==> config.mk <==
export PLATFORM = sky130hd
export DESIGN_NAME = score_bcd_counter_flat
export DESIGN_NICKNAME = d
export VERILOG_FILES = /design/src/rtl/score_bcd_counter_if.sv /design/src/rtl/score_bcd_counter.sv /design/src/flat_wrapper.sv
export SDC_FILE = /design/constraint.sdc
export NUM_CORES = 1
export LEC_CHECK = 0
export ABC_AREA = 0
export CAP_MARGIN = 20
export CORE_ASPECT_RATIO = 0.6
export CORE_MARGIN = 2
export CORE_UTILIZATION = 45
export CTS_CLUSTER_DIAMETER = 100
export DETAILED_ROUTE_END_ITERATION = 8
export GPL_ROUTABILITY_DRIVEN = 0
export PLACE_DENSITY_LB_ADDON = 0.3
export REMOVE_ABC_BUFFERS = 1
export SLEW_MARGIN = 25
export SYNTH_ARGS = -nofsm -noshare
export SYNTH_HDL_FRONTEND = slang
export SYNTH_SLANG_ARGS = --single-unit
==> constraint.sdc <==
create_clock -name clk -period 1.9 [get_ports clk]
set_input_delay 0.38 -clock clk [delete_from_list [all_inputs] [get_ports clk]]
set_output_delay 0.38 -clock clk [all_outputs]
set_load 0.01 [all_outputs]
==> src/rtl/score_bcd_counter_if.sv <==
// rtl/score_bcd_counter_if.sv - event inputs and frame-latched display outputs of the score counter
//
// Signals:
//   inc, dec, clr, frame_tick    : game-logic events and the vertical-blank pulse (master -> slave)
//   digit0..digit3               : displayed BCD digits, digit0 = ones (slave -> master)
//   ovf                          : sticky saturation flag (slave -> master)
//   blank                        : per-digit leading-zero blank mask (slave -> master)
interface score_bcd_counter_if;
    logic       inc;
    logic       dec;
    logic       clr;
    logic       frame_tick;
    logic [3:0] digit0;
    logic [3:0] digit1;
    logic [3:0] digit2;
    logic [3:0] digit3;
    logic       ovf;
    logic [3:0] blank;

    modport master (
        output inc, dec, clr, frame_tick,
        input  digit0, digit1, digit2, digit3, ovf, blank
    );

    modport slave (
        input  inc, dec, clr, frame_tick,
        output digit0, digit1, digit2, digit3, ovf, blank
    );
endinterface

==> src/rtl/score_bcd_counter.sv <==
// rtl/score_bcd_counter.sv - four-digit saturating BCD score counter with frame-latched display copy
//
// Ports:
//   clk    : system clock
//   reset  : synchronous, active-high reset; overrides every other input
//   bus    : score_bcd_counter_if.slave
//            inc/dec    level events, +1/-1 per clock (both high = no change)
//            clr        clears the working count and ovf; display untouched
//            frame_tick latches the pre-edge working count into the display copy
//            digit0..3  display copy nibbles, ovf live sticky flag, blank mask
// Parameter:
//   MAX_SCORE : decimal saturation ceiling, 0..9999
// Optional feature macro:
//   SCORE_LEADING_ZERO_BLANK_EN : registered leading-zero blank mask; when undefined blank is 0
module score_bcd_counter #(
    parameter int MAX_SCORE = 9999
) (
    input  logic                clk,
    input  logic                reset,
    score_bcd_counter_if.slave  bus
);

    localparam logic [15:0] MAX_BCD = {4'(MAX_SCORE / 1000 % 10),
                                       4'(MAX_SCORE / 100 % 10),
                                       4'(MAX_SCORE / 10 % 10),
                                       4'(MAX_SCORE % 10)};

    logic [15:0] cnt;
    logic [15:0] disp;
    logic        ovf;
    logic [15:0] cnt_inc;
    logic [15:0] cnt_dec;
    logic        carry;
    logic        borrow;

    // Full BCD ripple in one cycle: a nibble at 9 wraps to 0 and passes the carry on.
    // The top-level carry out is never used because inc is blocked at MAX_BCD.
    always_comb begin
        cnt_inc = cnt;
        carry   = 1'b1;
        for (int k = 0; k < 4; k++) begin
            if (carry) begin
                if (cnt[4*k +: 4] == 4'd9) begin
                    cnt_inc[4*k +: 4] = 4'd0;
                end else begin
                    cnt_inc[4*k +: 4] = cnt[4*k +: 4] + 4'd1;
                    carry             = 1'b0;
                end
            end
        end
    end

    // BCD borrow: a nibble at 0 wraps to 9; never applied when cnt is zero.
    always_comb begin
        cnt_dec = cnt;
        borrow  = 1'b1;
        for (int k = 0; k < 4; k++) begin
            if (borrow) begin
                if (cnt[4*k +: 4] == 4'd0) begin
                    cnt_dec[4*k +: 4] = 4'd9;
                end else begin
                    cnt_dec[4*k +: 4] = cnt[4*k +: 4] - 4'd1;
                    borrow            = 1'b0;
                end
            end
        end
    end

    always_ff @(posedge clk) begin
        if (reset) begin
            cnt  <= 16'h0000;
            disp <= 16'h0000;
            ovf  <= 1'b0;
        end else begin
            // disp samples cnt as held before this edge, so same-edge count updates miss it.
            if (bus.frame_tick) begin
                disp <= cnt;
            end
            if (bus.clr) begin
                cnt <= 16'h0000;
                ovf <= 1'b0;
            end else if (bus.inc && !bus.dec) begin
                if (cnt == MAX_BCD) begin
                    ovf <= 1'b1;
                end else begin
                    cnt <= cnt_inc;
                end
            end else if (bus.dec && !bus.inc) begin
                if (cnt != 16'h0000) begin
                    cnt <= cnt_dec;
                end
            end
        end
    end

    assign bus.digit0 = disp[3:0];
    assign bus.digit1 = disp[7:4];
    assign bus.digit2 = disp[11:8];
    assign bus.digit3 = disp[15:12];
    assign bus.ovf    = ovf;

`ifdef SCORE_LEADING_ZERO_BLANK_EN
    logic [3:0] blank;
    logic [3:0] blank_next;

    // Mask follows the value being latched into disp; the ones digit is never blanked.
    always_comb begin
        blank_next    = 4'b0000;
        blank_next[3] = (cnt[15:12] == 4'd0);
        blank_next[2] = blank_next[3] & (cnt[11:8] == 4'd0);
        blank_next[1] = blank_next[2] & (cnt[7:4] == 4'd0);
    end

    always_ff @(posedge clk) begin
        if (reset) begin
            blank <= 4'b1110;
        end else if (bus.frame_tick) begin
            blank <= blank_next;
        end
    end

    assign bus.blank = blank;
`else
    assign bus.blank = 4'b0000;
`endif

endmodule

==> src/flat_wrapper.sv <==
// flat-port wrapper written by rule: the top's interface ports become plain ports
module score_bcd_counter_flat 
#(
    parameter int MAX_SCORE = 9999
)
  (clk, reset, bus_inc, bus_dec, bus_clr, bus_frame_tick, bus_digit0, bus_digit1, bus_digit2, bus_digit3, bus_ovf, bus_blank);
  score_bcd_counter_if bus_i ();
  input  logic clk;
  input  logic reset;
  input wire logic [$bits(bus_i.inc)-1:0] bus_inc;
  input wire logic [$bits(bus_i.dec)-1:0] bus_dec;
  input wire logic [$bits(bus_i.clr)-1:0] bus_clr;
  input wire logic [$bits(bus_i.frame_tick)-1:0] bus_frame_tick;
  output wire logic [$bits(bus_i.digit0)-1:0] bus_digit0;
  output wire logic [$bits(bus_i.digit1)-1:0] bus_digit1;
  output wire logic [$bits(bus_i.digit2)-1:0] bus_digit2;
  output wire logic [$bits(bus_i.digit3)-1:0] bus_digit3;
  output wire logic [$bits(bus_i.ovf)-1:0] bus_ovf;
  output wire logic [$bits(bus_i.blank)-1:0] bus_blank;
  assign bus_i.inc = bus_inc;
  assign bus_i.dec = bus_dec;
  assign bus_i.clr = bus_clr;
  assign bus_i.frame_tick = bus_frame_tick;
  assign bus_digit0 = bus_i.digit0;
  assign bus_digit1 = bus_i.digit1;
  assign bus_digit2 = bus_i.digit2;
  assign bus_digit3 = bus_i.digit3;
  assign bus_ovf = bus_i.ovf;
  assign bus_blank = bus_i.blank;
  score_bcd_counter #(.MAX_SCORE(MAX_SCORE)) u_core (.clk(clk), .reset(reset), .bus(bus_i));
endmodule
# Word level (Yosys, flattened, before mapping)
# Cells that the tools add are included.
[word_totals]
out_inout_bits = 21
register_bits = 33
elab_cells = 71
[op_classes]
reduce_logical = 20
n_eq_ne = 9
add_sub_neg = 8
mux = 28
[op_table]
columns = ["operator", "count"]
rows = [
  ["16-bit two-way mux", 4],
  ["4-bit two-way mux", 14],
  ["4-bit by 1-bit adder with 4-bit output (second input constant)", 4],
  ["16-bit equality test (second input constant)", 1],
  ["4-bit equality test (second input constant)", 4],
  ["4-bit logical NOT", 4],
  ["16-bit nonzero test", 1],
  ["4-bit by 1-bit subtractor with 4-bit output (second input constant)", 4],
  ["5-bit AND reduction", 3],
  ["1-bit two-way mux", 10],
  ["2-bit nonzero test", 5],
  ["2-bit by 1-bit inequality test with 1-bit output (second input constant)", 3],
  ["3-bit AND reduction", 1],
  ["1-bit logical AND", 2],
  ["1-bit logical NOT", 2],
  ["2-bit inequality test (second input constant)", 1],
  ["2-bit AND reduction", 1],
  ["2-bit OR reduction", 1],
]

# Depth between registers and ports, before layout
[logic_depth]
depth_word = 8
mapped_depth = 7

# Least setup slack after synthesis
# OpenSTA, ideal clock, no wires.
[synth_path]
path_type = "register -> register"
startpoint = "register u_core.cnt[11]"
endpoint = "register u_core.cnt[1]"
n_path_buf = 1
arrival_ns = 1.492
slack_ns = 0.286
synth_period_minus_slack_ns = 1.614
stages_incl_launch_ff = 7
setup_ns = 0.122
cell_sequence = "dfxtp_1 bufbuf_16 nor4_4 nand4_2 a21oi_4 nor4_1 a311o_1"
[synth_via]
elab_chain_len = 3
[synth_rtl]
columns = ["element", "line_no", "text"]
rows = [
  ["from (decl)", "score_bcd_counter.sv:28", "logic [15:0] cnt;"],
  ["from (signal assigned)", "score_bcd_counter.sv:86", "cnt <= cnt_inc;"],
  ["from (signal assigned)", "score_bcd_counter.sv:90", "cnt <= cnt_dec;"],
  ["16-bit equality test / 16-bit nonzero test (equally long branches)", "score_bcd_counter.sv:83, score_bcd_counter.sv:89", ""],
  ["2-bit inequality test (no line) / 2-bit nonzero test (equally long branches)", "n/a", ""],
  ["3-bit AND reduction (no line) (*)", "n/a", ""],
]
# Every way passes the cells marked *; elsewhere a longest branch is shown, timed or not.
# A chain may end at the register's enable or synchronous reset.

# Final worst setup path
[layout_path]
startpoint = "input port bus_dec"
endpoint = "register u_core.cnt[3]"
[layout_via]
elab_chain_len = 4
[layout_rtl]
columns = ["element", "line_no", "text"]
rows = [
  ["from (decl)", "flat_wrapper.sv:11", "input wire logic [$bits(bus_i.dec)-1:0] bus_dec;"],
  ["1-bit logical NOT", "score_bcd_counter.sv:82", "end else if (bus.inc && !bus.dec) begin"],
  ["1-bit logical AND", "score_bcd_counter.sv:82", ""],
  ["2-bit inequality test (no line) / 2-bit nonzero test (equally long branches)", "n/a", ""],
  ["3-bit AND reduction (no line)", "n/a", ""],
]
# Several ways; a longest one is shown, not always the timed one.

==> impl_results.md <==
- Routed vias: between 1,500 and 2,000
- Row count: 19
- Clock root cell: clkbuf_8
- Critical path arrival: 1.94 ns
- Ports: 27
- Die ar.: 0.00527 mm^2
- Post-DR wirelength/cell: 13.8 um
- WL final: 4550 um
- Overall global routing resource usage: a little under a fifth
- Synth cell types: 57
- DR DRC count: 0
- CTS Buf Count: 5
- Fin crit share: a little over nine tenths
- First-pass GRT wire length: roughly 7600 um
- Final total power: about 1.3 mW
- DRT Pass-1 Iters: 4
- Initial Util: about 46%
- Number of synthesized flops with an enable pin: 0
- Mapped Cells: 236
- Clock transition at the registers of the reported paths: roughly 0.070 ns
- P&R area growth vs syn: 17.2%
- Hpwl dp: ~3300 um
- Max cap viols: 0
- Grt ovf: 0
- Hold Slack: roughly 0.47 ns
- Setup WS pre-CTS: -0.166 ns
- Initial antenna violation count: 0
- Post-CTS sizing: 0
- Vias per inst: around 5.3
- Largest net degree at the start of global routing: 19
- Clock latency on the worst-skew pair: 0.27 ns
- H-tree depth: 2
- YS warnings: 0
- Antenna viol nets, final: 0
- Core Region: about 0.0045 mm^2
- Seq/Total Area, Yosys: roughly a third
- CP max FO: 4
- Ys async rst share: 0%
- Fin. Hold Viols: 0
- CP endpoint kind: register
- Vert. Die Dim: about 57 um
- WS Path Type: in -> reg
- RSZ-0062 raised after global routing: false
- Share of cells above drive strength 1: around a fifth
- Syn Std Cell Area: between 0.002 and 0.0025 mm^2
- Vias in the first global route: between 1,500 and 2,000
- Antenna diodes: 0
- Clock Sink Count: 33
- CTS Buffer Depth: 2
- Final min period: 1.79 ns
- Hold buffers post-CTS: 0
- Post-route clock skew: ~0.0070 ns
- Primary FF master, synth: dfxtp_1
- CP startpoint kind: input port
- TritonCTS clock tree: done
- PnR worst setup slack: 0.111 ns
- # setup viols final: 0
- Slew Limit Fails: 0
- Pleak: between 0.9 and 1 nW
- Crit path required time: 2.05 ns
- Post-CTS setup buffers: 0
- Drt initial violations: 70
- Fill cell count: 432
- Mean area per synthesized cell: between 8 and 9 um^2
- Seq cells post-synth: 33
- Layout Nets: between 200 and 300
- Max Fclk: approximately 560 MHz
- Die X: between 90 and 100 um
- Power Density: 539 mW/mm^2
- Hold WC Path Type: reg -> reg
- Status: complete, no violations
- VDD IR max: between 0.0003 and 0.0004 V
- PortBufs: 22
==> layout by cell type, fill, tap and decap left out, types with 3 or more instances in the layout <==
cell              n
a311oi_1          5
nand3_1           6
nor2_1           35
nand4_1           3
nor3_1            5
clkbuf_8          5
a31oi_1           3
nor4_4            4
buf_4            23
a21oi_1          13
nand2_1          14
nand2b_1          5
mux2i_1          16
dfxtp_1          33
o21ai_0          12
o31ai_1           3
clkdlybuf4s50_1  22
conb_1            4
clkbuf_1          3
and2_1            3
or3_1             3
xnor2_1           7
==> kinds of logic (layout without fill, tap and decap cells) <==
| group | Yosys count | in the layout | synth area share, % |
|---|---|---|---|
| AO/OA/AOI/OAI | 54 | 54 | 18.5 |
| XOR/XNOR | 8 | 8 | 3.32 |
| buffers and inverters | 29 | 57 | 12.0 |
| flip-flops | 33 | 33 | 31.3 |
| multiplexers | 16 | 16 | 7.60 |
| other | 1 | 4 | 0.178 |
| AND/OR/NAND/NOR | 95 | 95 | 27.1 |
==> report_power, final <==
group	internal, mW	total [mW]	switching [mW]	leakage, nW
combinational	0.0598	0.135	0.0747	0.641
sequential	0.695	0.697	0.00285	0.266
clock	0.260	0.500	0.240	0.0395
total	1.01	1.33	0.318	0.947
==> cells in the mapped netlist (4+ instances only) <==
| master | n | area share, % |
|---|---|---|
| a311oi_1 | 5 | 2.1 |
| xnor2_1 | 7 | 2.9 |
| dfxtp_1 | 33 | 31 |
| o21ai_0 | 12 | 2.8 |
| nand2b_1 | 5 | 1.5 |
| mux2i_1 | 16 | 7.6 |
| nand3_1 | 6 | 1.4 |
| a21oi_1 | 13 | 3.1 |
| nand2_1 | 14 | 2.5 |
| nor2_1 | 35 | 6.2 |
| nor3_1 | 5 | 1.2 |
| nor4_4 | 4 | 4.0 |
| clkbuf_8 | 6 | 3.9 |
| clkbuf_1 | 7 | 1.2 |
| buf_4 | 4 | 1.4 |
| buf_2 | 4 | 0.95 |
==> final timing paths <==
kind	from	to	slack [ns]	depth (start not counted)
worst max-delay path	bus_dec	u_core.cnt[3]	0.11	6
worst min-delay path	u_core.bus.ovf	u_core.bus.ovf	0.47	2
worst max register to register	u_core.cnt[15]	u_core.cnt[1]	0.17	5
worst min register to register	u_core.bus.ovf	u_core.bus.ovf	0.47	2
==> per-stage QoR <==
stage / utilization (%) / std cells / area (um^2) / TNS (ns)
floorplan: - / 212 / 1870 / -0.307
global placement: 52.5 / 322 / 2390 / -1.01
detailed placement: 52.5 / 322 / 2390 / -1.57
CTS: 54.3 / 330 / 2470 / 0
global route: 54.4 / 330 / 2470 / 0
finish: 54.4 / 330 / 2470 / 0
==> area by class of cell <==
type	count	area, um^2	area share (%)
Inverter	2	7.51	0.304
Clock buffer	8	80.1	3.24
Multi-Input combinational cell	177	1210	49.0
Timing Repair Buffer	47	433	17.5
Tap cell	63	78.8	3.19
Sequential cell	33	661	26.7
==> layer usage <==
| layer | share of wire (%) | GRT usage [%] | routed length [um] |
|---|---|---|---|
| met1 | 50 | 26.4 | 2280 |
| met3 | 6.4 | 4.10 | 292 |
| met2 | 43 | 28.7 | 1970 |
| met4 | 0.22 | 2.77 | 10 |
| met5 | 0 | 0 | 0 |
==> registers in the layout, summed over array words and instances (netlist names) <==
name	cells
u_core.bus.ovf	1
u_core.cnt	16
u_core.disp	16
==> critical path, cell delays in order <==
cell and delay [ns]:
clkdlybuf4s50_1 0.52, and3b_1 0.22, and2_1 0.18, and4_2 0.21, o311ai_0 0.32, o31ai_1 0.12
No activity file was read; power rests on OpenSTA's default activity.
